## src/rtl/alu_result_queue.sv

```systemverilog
// Registered FWFT result queue between the ALU and writeback, also holding the architectural Z/N status.
// Optional build macro ALU_FLAG_RECHECK_EN recomputes flags on entry and raises a sticky flag_err on mismatch.
module alu_result_queue #(
  parameter int DATA_W = 32,
  parameter int DEPTH  = 4,
  parameter int CNT_W  = $clog2(DEPTH) + 1
) (
  input  logic              clk,
  input  logic              rst,
  input  logic              in_valid,
  output logic              in_ready,
  input  logic [DATA_W-1:0] in_result,
  input  logic              in_z,
  input  logic              in_n,
  output logic              out_valid,
  input  logic              out_ready,
  output logic [DATA_W-1:0] out_result,
  output logic              out_z,
  output logic              out_n,
  output logic              status_z,
  output logic              status_n,
  output logic [CNT_W-1:0]  count,
  output logic              flag_err
);

  localparam int PTR_W = $clog2(DEPTH);

  logic [DATA_W-1:0] mem_result [DEPTH];
  logic [DEPTH-1:0]  mem_z;
  logic [DEPTH-1:0]  mem_n;
  logic [PTR_W-1:0]  wr_ptr;
  logic [PTR_W-1:0]  rd_ptr;
  logic              push;
  logic              pop;
  logic              store_z;
  logic              store_n;

  // Ready depends only on occupancy, so no combinational path from out_ready.
  assign in_ready   = (count != CNT_W'(DEPTH));
  assign out_valid  = (count != '0);
  assign push       = in_valid & in_ready;
  assign pop        = out_valid & out_ready;
  assign out_result = mem_result[rd_ptr];
  assign out_z      = mem_z[rd_ptr];
  assign out_n      = mem_n[rd_ptr];

`ifdef ALU_FLAG_RECHECK_EN
  logic flag_mismatch;

  // Stored flags come from the result itself; the ALU's flags are only compared.
  always_comb begin
    store_z       = (in_result == '0);
    store_n       = in_result[DATA_W-1];
    flag_mismatch = push & ({in_z, in_n} != {store_z, store_n});
  end

  always_ff @(posedge clk) begin
    if (rst) begin
      flag_err <= 1'b0;
    end else if (flag_mismatch) begin
      flag_err <= 1'b1;
    end
  end
`else
  assign store_z  = in_z;
  assign store_n  = in_n;
  assign flag_err = 1'b0;
`endif

  always_ff @(posedge clk) begin
    if (rst) begin
      for (int i = 0; i < DEPTH; i++) begin
        mem_result[i] <= '0;
      end
      mem_z <= '0;
      mem_n <= '0;
    end else if (push) begin
      mem_result[wr_ptr] <= in_result;
      mem_z[wr_ptr]      <= store_z;
      mem_n[wr_ptr]      <= store_n;
    end
  end

  // DEPTH is a power of two, so pointer overflow is the wrap to entry 0.
  always_ff @(posedge clk) begin
    if (rst) begin
      wr_ptr <= '0;
      rd_ptr <= '0;
      count  <= '0;
    end else begin
      if (push) begin
        wr_ptr <= wr_ptr + PTR_W'(1);
      end
      if (pop) begin
        rd_ptr <= rd_ptr + PTR_W'(1);
      end
      case ({push, pop})
        2'b10:   count <= count + CNT_W'(1);
        2'b01:   count <= count - CNT_W'(1);
        default: count <= count;
      endcase
    end
  end

  always_ff @(posedge clk) begin
    if (rst) begin
      status_z <= 1'b0;
      status_n <= 1'b0;
    end else if (pop) begin
      status_z <= out_z;
      status_n <= out_n;
    end
  end

endmodule

```

## config.mk

```make
export PLATFORM = sky130hd
export DESIGN_NAME = alu_result_queue
export DESIGN_NICKNAME = d
export VERILOG_FILES = /design/src/rtl/alu_result_queue.sv
export SDC_FILE = /design/constraint.sdc
export NUM_CORES = 1
export LEC_CHECK = 0
export ABC_CLOCK_PERIOD_IN_PS = 3150
export CAP_MARGIN = 20
export CORE_ASPECT_RATIO = 0.9
export CORE_MARGIN = 4
export CORE_UTILIZATION = 50
export CTS_CLUSTER_DIAMETER = 80
export DETAILED_ROUTE_END_ITERATION = 8
export PLACE_DENSITY = 0.7
export SLEW_MARGIN = 20
export SYNTH_ARGS = -nofsm -noshare
export SYNTH_HDL_FRONTEND = slang
export SYNTH_SLANG_ARGS = --single-unit
```

## constraint.sdc

```tcl
create_clock -name clk -period 3.15 [get_ports clk]
set_input_delay 0.63 -clock clk [delete_from_list [all_inputs] [get_ports clk]]
set_output_delay 0.63 -clock clk [all_outputs]
set_load 0.02 [all_outputs]
```

* Word-level counts from Yosys, hierarchy flattened
Memories as Yosys holds them, arrays and structs flattened. A register that Yosys moved wholly into a read port is not among the register bits.
Index checks and enable logic that the tools add are counted.
** Word-level totals
- Register bits after elaboration :: 17
- RAM bits :: 128
- Bits of input ports :: 38
- Output and inout port bits :: 42
- Word-level logic and storage cells :: 43
- Memories :: 1
** Memories
- mem_result :: depth 4, width 32, read ports 1, clocked after Yosys merged registers in 1, write ports 4, line 28 : logic [DATA_W-1:0] mem_result [DEPTH];
** Operators by class
- Add/sub/neg operators :: 4
- $lt $le $gt $ge :: 3
- Equality and inequality tests :: 3
- Muxes and demuxes :: 19
- Bitwise logic cells :: 2
- Reduce and logical (&&, ||, !) cells :: 4
** Operators by type and width (count)
- $mux W32 :: 1
- $reduce_or A32 Y1 :: 1
- $mux W1 :: 9
- $bwmux W4 :: 2
- $lt A2 B3 Y1 const B :: 2
- $mux W2 :: 3
- $pmux W3 S2 :: 1
- $add A2 B1 Y2 const B :: 2
- $bmux W1 S2 :: 2
- $add A3 B1 Y3 const B :: 1
- $ne A3 B3 Y1 const B :: 1
- $reduce_bool A3 Y1 :: 1
- $sub A3 B1 Y3 const B :: 1
- $and A1 B1 Y1 :: 2
- $demux W1 S2 :: 1
- $eq A2 B1 Y1 const B :: 1
- $eq A2 B2 Y1 const B :: 1
- $ge A2 B1 Y1 const B :: 1
- $reduce_bool A2 Y1 :: 1
- $logic_and A1 B1 Y1 :: 1

* Depth between registers and ports, before layout
Gate-level depths: netlist of the first run.
- Depth in word-level cells :: 7
- Depth in mapped cells :: 9
- Depth with buffers taken out :: 9

* Worst setup path after synthesis of the first run
No wires, ideal clock.
- Path kind :: register to register
- Start point :: register count[2]
- End point :: register count[2]
- Library setup time :: 0.071 ns
- Arrival time :: 2.374 ns
- Data required time :: 3.079 ns
- Setup slack :: 0.705 ns
- Stages on the path, launching flop included :: 10
- Buffers on the path :: 0
- Clock period less this slack :: 2.445 ns
- Cells stage by stage :: dfxtp_1 > nor3b_4 > inv_2 > nand2_1 > ha_1 > inv_1 > fa_1 > xor2_1 > or3_1 > a21oi_1
** On the way
- Longest elaborated chain between the ends :: 4
- Elaborated cells between the ends (all ways) :: 10
- Classes of those cells :: add/sub: 2; eq/ne: 3; mux: 1; bitwise: 2; reduce/logical: 2
** RTL lines
- start: declaration :: line 22 : output logic [CNT_W-1:0] count,
- start signal: assignment :: line 98 : 2'b10: count <= count + CNT_W'(1);
- start signal: assignment :: line 99 : 2'b01: count <= count - CNT_W'(1);
- start signal: assignment :: line 100 : default: count <= count;
- $ne A3 B3 Y1 (*) :: line 39 : assign in_ready = (count != CNT_W'(DEPTH));
- net in_ready :: line 11 : output logic in_ready,
- $and A1 B1 Y1 (*) :: line 41 : assign push = in_valid & in_ready;
- $eq A2 B1 Y1 or $eq A2 B2 Y1 (tied branches) :: line 97 : case ({push, pop})
- $pmux W3 S2 or $reduce_bool A2 Y1 (tied branches)
Mark *: on every way through the listed nets, which the timed path passes. The rest lies on a longest branch.
A chain may end at the register's enable or synchronous reset.

==> impl_metrics.csv, run 1 <==
group,metric,value,unit
synthesis,synth-xor-area-share,0.00542,
die,fp.dieH,116,um
power_and_ir_drop,clkPwrFrac,0.336,
cts,clock_latency,420,ps
critical_path,ff2ff_path_depth,9,
route,viasPerCell,5.29,
cts,path_clk_slew,60,ps
final_layout,finalInstanceArea,8140,um^2
sta,setup_tns,0,ps
die,start_util,0.510,
synthesis,syn_inst,411,
route,dr.pass1.iters,5,
sta,grt_setup_unrepaired,"false",
route,wirelength,13000,um
synthesis,synth_compound_area_frac,0.0118,
sta,fin_worst_skew,6.86,ps
critical_path,worstSetupStartpointType,"flop",
synthesis,yosysTopAreaCellShare,0.595,
route,postRouteAntennaNets,0,
critical_path,reg2reg_slack,550,ps
die,die_x,128,um
critical_path,critPathKind,"flop to output pin",
route,initialDrtViolationCount,215,
die,core,12700,um^2
cts,cts_sinks,147,
synthesis,avgSynthCellArea,15.7,um^2
critical_path,crit_slowest_cell,"mux4_2",
global_route,grt_antenna_before_repair,0,
critical_path,path_max_fanout,17,
cts,h-tree-depth,4,
cts,cts_hold_buffers,0,
synthesis,netlist_area,6460,um^2
cts,post-cts-setup-buffers,0,
flow_run,maxCapViolCount,0,
critical_path,path_cells,"buf_4 -> mux4_2 -> clkdlybuf4s50_1",
power_and_ir_drop,power_frac_seq,0.401,
cts,cts-root-buf,"clkbuf_16",
cts,cts_max_path_buffers,2,
cts,ctsResizeCount,0,
global_route,grt_max_degree,33,
sta,max_clock_freq,352,MHz
cts,numCtsBuffers,17,
synthesis,syn_nets,455,
die,num_rows,39,
global_route,grt_pass1_vias,3858,
global_route,grt_pass1_wl,20700,um
synthesis,synth_mux_area_frac,0.132,
power_and_ir_drop,sw_frac_of_total,0.279,
route,avgRoutedWirePerCell,19.1,um
hold_path,min_path_cells,2,
sta,finalCritPeriodShare,0.901,
power_and_ir_drop,peakVddDrop,0.371,mV
synthesis,synth_top_family_by_area,"simple AND/OR/NAND/NOR gates",
final_layout,drive_above_1_share,0.187,
die,die_area,14800,um^2
sta,slew_violations,0,
power_and_ir_drop,intPower,0.00440,W
synthesis,yosys.area.top_type,"edfxtp_1",
outcome,status,"finished clean",
synthesis,yosysWarningCount,0,
critical_path,critPathRequiredTime,2520,ps
route,vias,3587,
hold_path,min_path_type,"flop to flop",
critical_path,endpoint_kind,"output pin",
final_layout,diodes,0,
final_layout,nets,545,
global_route,grt_use_total,0.187,
global_route,grt-ovfl-total,0,
power_and_ir_drop,power_density,750,nW/um^2
sta,finalHoldViolations,0,
synthesis,synth-simple-area-share,0.164,
critical_path,cp_data_arrival_time,2210,ps
synthesis,ys_ff_latch,147,
synthesis,synth_adder_area_share,0.0128,
place,gp_congestion,0.725,
synthesis,ys_types,32,
sta,worst_slew_pin_slew,595,ps
power_and_ir_drop,combPwrFrac,0.263,
sta,finalSetupViolCount,0,
place,numPortBuffers,78,
critical_path,max_stage_delay,580,ps
sta,min_period,2840,ps
synthesis,ys_seq_area_frac,0.653,
cts,cts_tree,"yes",
final_layout,syn2layout_area_growth,26.0,%
place,placedInstanceArea,7540,um^2
power_and_ir_drop,leakagePower,2.97,nW
synthesis,yosys-top-cells-area,"edfxtp_1 59%, and2_1 12%, mux4_2 12%, dfxtp_1 5.9%, mux2i_1 1.4%",
sta,slew_headroom,0.600,
final_layout,layout_common_cells,"128 x and2_1, 128 x edfxtp_1, 78 x clkdlybuf4s50_1, 34 x mux4_2",
die,ios,80,
route,drc,0,
power_and_ir_drop,switchingPower,0.00171,W
place,hpwl,8140,um
sequential cells by signal (all words and copies together), names as in the netlist, named ones only:
signal and count:
mem_z 4, wr_ptr 2, status_z 1, mem_n 4
count 3, status_n 1, mem_result 128, rd_ptr 2
cell usage after synthesis:
library cell	n
a21oi_1	5
a41o_1	2
and2_1	128
and3_4	1
buf_1	1
buf_2	4
buf_4	1
clkbuf_1	18
conb_1	1
dfxtp_1	19
edfxtp_1	128
fa_1	1
ha_1	5
inv_1	7
inv_2	1
mux2i_1	9
mux4_2	34
nand2_1	3
nand2b_1	11
nand3_1	6
nor2_1	8
nor3_1	1
nor3b_4	1
nor4_2	1
nor4_4	1
nor4b_4	1
o21ai_0	3
o311ai_0	1
o31ai_1	1
or2_2	2
or3_1	2
xor2_1	4
final cells by class:
| type | instances | area (um^2) |
|---|---|---|
| flip-flops and latches | 147 | 4230 |
| well taps | 164 | 205 |
| fillers | 921 | 4540 |
| repair buffers | 95 | 946 |
| multi-input cells | 232 | 2130 |
| clock buffers | 17 | 425 |
| inverters | 8 | 30.0 |
| clock inverters | 15 | 183 |
worst max-delay path, delay by kind of cell (launching register included):
family,cells,cell delay [ps]
multiplexers,1,580
buffers and inverters,2,890
flip-flops,1,320
final timing paths:
check | start | to
min reg2reg | status_z$_SDFFE_PP0P_ | status_z$_SDFFE_PP0P_
min | status_z$_SDFFE_PP0P_ | status_z$_SDFFE_PP0P_
max | flop | out_result[0]
max reg2reg | count[2]$_SDFFE_PP0P_ | count[2]$_SDFFE_PP0P_
per-stage QoR:
| stage | setup slack (ps) | util | power, W | cells | hold WS (ps) |
|---|---|---|---|---|---|
| 6_report | 313 | 0.642 | 0.00611 | 678 | 465 |
| 5_1_grt | 211 | 0.642 | 0.00637 | 678 | 484 |
| 4_1_cts | 264 | 0.642 | 0.00618 | 678 | 465 |
| 3_5_place_dp | 453 | 0.594 | 0.00412 | 646 | 456 |
| 3_3_place_gp | 536 | 0.594 | 0.00409 | 646 | 448 |
| 2_1_floorplan | 705 | - | 0.00345 | 411 | 446 |
power by group through the flow:
stage	logic (W)	registers, W	clock network (W)
2_1_floorplan	0.000981	0.00247	0
3_3_place_gp	0.00161	0.00248	0
3_5_place_dp	0.00163	0.00249	0
4_1_cts	0.00163	0.00246	0.00209
5_1_grt	0.00172	0.00248	0.00218
6_report	0.00160	0.00245	0.00205
per-layer routing:
metal	vias up	GRT usage	routed length, um
li1	1688	-	-
met1	1795	0.239	5600
met2	95	0.314	6540
met3	9	0.0507	699
met4	0	0.0594	114
met5	-	0	0
cell families after synthesis:
logic type | Yosys count
AO/OA/AOI/OAI | 12
XOR/XNOR | 4
adder cells (fa/ha/maj) | 6
buffers and inverters | 32
flip-flops | 147
multiplexers | 43
other | 1
AND/OR/NAND/NOR | 166
Note: power is estimated with default switching activity, not from simulation.
==> run 2, diff against run 1 <==
--- a/config.mk
+++ b/config.mk
@@ -12,7 +12,9 @@
 export CORE_UTILIZATION = 50
 export CTS_CLUSTER_DIAMETER = 80
 export DETAILED_ROUTE_END_ITERATION = 8
+export GPL_TIMING_DRIVEN = 0
 export PLACE_DENSITY = 0.7
+export RECOVER_POWER = 100
 export SLEW_MARGIN = 20
 export SYNTH_ARGS = -nofsm -noshare
 export SYNTH_HDL_FRONTEND = slang
==> impl_metrics.csv, run 2 (same netlist as run 1, synthesis figures left out) <==
group,metric,value,unit
outcome,status,"finished clean",
sta,finalHoldViolations,0,
global_route,grt_pass1_wl,20100,um
sta,fin_worst_skew,7.08,ps
final_layout,top_regs,"mem_result: 128 flops, mem_n: 4 flops, mem_z: 4 flops",
sta,max_clock_freq,334,MHz
final_layout,diodes,0,
place,dp_slack,183,ps
cts,path_clk_slew,50,ps
die,start_util,0.510,
hold_path,min_path_type,"flop to flop",
route,avgRoutedWirePerCell,18.7,um
global_route,grt_use_total,0.184,
route,wirelength,12800,um
cts,clock_latency,410,ps
sta,slew_violations,0,
global_route,grt_max_degree,33,
die,num_rows,39,
critical_path,endpoint_kind,"output pin",
sta,hold_ws,460,ps
die,die_area,14800,um^2
route,drc,0,
critical_path,crit_slowest_cell,"clkdlybuf4s50_1",
critical_path,reg2reg_slack,540,ps
critical_path,path_delay_family,"buffers and inverters",
final_layout,layout_common_cells,"128 x edfxtp_1, 68 x and2_1, 66 x clkdlybuf4s50_1, 60 x and2_0, 34 x mux4_2",
cts,cts-root-buf,"clkbuf_16",
global_route,grt-ovfl-total,0,
final_layout,nets,552,
route,vias,3598,
global_route,grt_pass1_vias,3778,
final_layout,final_common_cell,"edfxtp_1",
sta,slew_headroom,0.379,
final_layout,largest_register_ffs,128,
final_layout,syn2layout_area_growth,22.8,%
power_and_ir_drop,power_density,726,nW/um^2
route,postRouteAntennaNets,0,
critical_path,ff2ff_path_depth,3,
cts,numCtsBuffers,17,
sta,min_period,2990,ps
route,initialDrtViolationCount,195,
route,dr.pass1.iters,5,
die,die_x,128,um
place,numPortBuffers,77,
critical_path,path_max_fanout,10,
sta,grt_setup_unrepaired,"false",
cts,cts_sinks,147,
critical_path,cp.buffers_inverters,2,
cts,cts_max_path_buffers,2,
place,gp_congestion,0.718,
hold_path,min_path_cells,2,
sta,finalCritPeriodShare,0.949,
power_and_ir_drop,peakVddDrop,0.395,mV
flow_run,maxCapViolCount,0,
die,core,12700,um^2
sta,worst_slew_pin_slew,931,ps
die,fp.dieH,116,um
cts,post-cts-setup-buffers,0,
critical_path,cp_data_arrival_time,2360,ps
sta,finalSetupViolCount,0,
final_layout,drive_above_1_share,0.123,
power_and_ir_drop,leakagePower,2.86,nW
die,ios,80,
hold_path,min_from,"status_z$_SDFFE_PP0P_",
critical_path,critPathKind,"flop to output pin",
critical_path,worstSetupStartpointType,"flop",
critical_path,timing.rr.end,"mem_result[2][18]$_SDFFCE_PN0P_",
critical_path,max_stage_delay,570,ps
global_route,grt_antenna_before_repair,0,
critical_path,critPathRequiredTime,2520,ps
cts,h-tree-depth,4,
critical_path,regToRegStartpoint,"count[0]$_SDFFE_PP0P_",
route,viasPerCell,5.26,
cts,cts_tree,"yes",
critical_path,path_cells,"clkbuf_1 -> mux4_2 -> clkdlybuf4s50_1",
final_layout,regMostFlops,"mem_result",
sta,fin_ws,160,ps
place,hpwl,8000,um
hold_path,holdPathEnd,"status_z$_SDFFE_PP0P_",
run 2: cell count changes in the layout (fill, tap and decap cells not counted), moves of 3 or more:
cell	before	now
dlygate4sd3_1	0	11
and2_1	128	68
buf_12	3	0
buf_4	14	3
and2_0	0	60
clkdlybuf4s50_1	78	66
clkbuf_1	0	21
clkinvlp_4	7	0
clkinv_1	0	8
run 2: repair_timing:
action | 4_1_cts | 5_1_grt
cloned | 0 | 0
resized for setup | 1 | 5
endpoints found under the setup margin | 22 | 30
pin swaps | 0 | 0
hold buffers | 0 | 0
run 2: how the worst max path moves through the flow:
stage                           from                               to  slack, ps  cells after the start
3_5_place_dp                in_valid  mem_result[0][29]$_SDFFCE_PN0P_        180                      4
5_1_grt                     in_valid  mem_result[2][13]$_SDFFCE_PN0P_         20                      4
3_3_place_gp                in_valid      mem_result[3][29]$_DFFE_PP_       -150                      3
6_report                        flop                   out_result[10]        160                      3
4_1_cts                         flop                   out_result[16]        -40                      4
2_1_floorplan  count[2]$_SDFFE_PP0P_            count[2]$_SDFFE_PP0P_        700                      9
run 2: layout make-up:
type                       count  area, um^2
buffer                        23         105
clock buffer                  20         437
multi-input combinational    232        2090
fill                         980        4750
sequential                   147        4220
tap                          164         205
inverter                       8        30.0
timing repair buffer          79         781
clock inverter                11        70.1
run 2: metal layers:
metal | GRT usage | part of all wire | up-vias | wire length [um]
li1 | - | - | 1694 | -
met1 | 0.237 | 0.42 | 1800 | 5420
met2 | 0.306 | 0.51 | 100 | 6450
met3 | 0.0604 | 0.069 | 4 | 878
met4 | 0.0467 | 0.0021 | 0 | 27
met5 | 0 | 0 | - | 0
run 2: per-stage QoR:
step	utilization	setup TNS, ps	instances	total power, W	instance area [um^2]
2_1_floorplan	-	0	411	0.00345	6460
3_3_place_gp	0.586	-9530	652	0.00406	7440
3_5_place_dp	0.590	0	654	0.00410	7490
4_1_cts	0.631	-326	685	0.00586	8000
5_1_grt	0.626	0	684	0.00603	7940
6_report	0.626	0	684	0.00577	7940
run 2: worst reg2reg max path, stage by stage (launching register included):
cell     delay [ps]
dfxtp_1         470
nor3b_4         120
nor4_1          760
or2_2           860
run 2: power breakdown:
part,switching [W],leakage (nW),internal (W)
sequential,0.000111,1.49,0.00234
combinational,0.000779,1.13,0.000783
clock,0.000700,0.248,0.00105
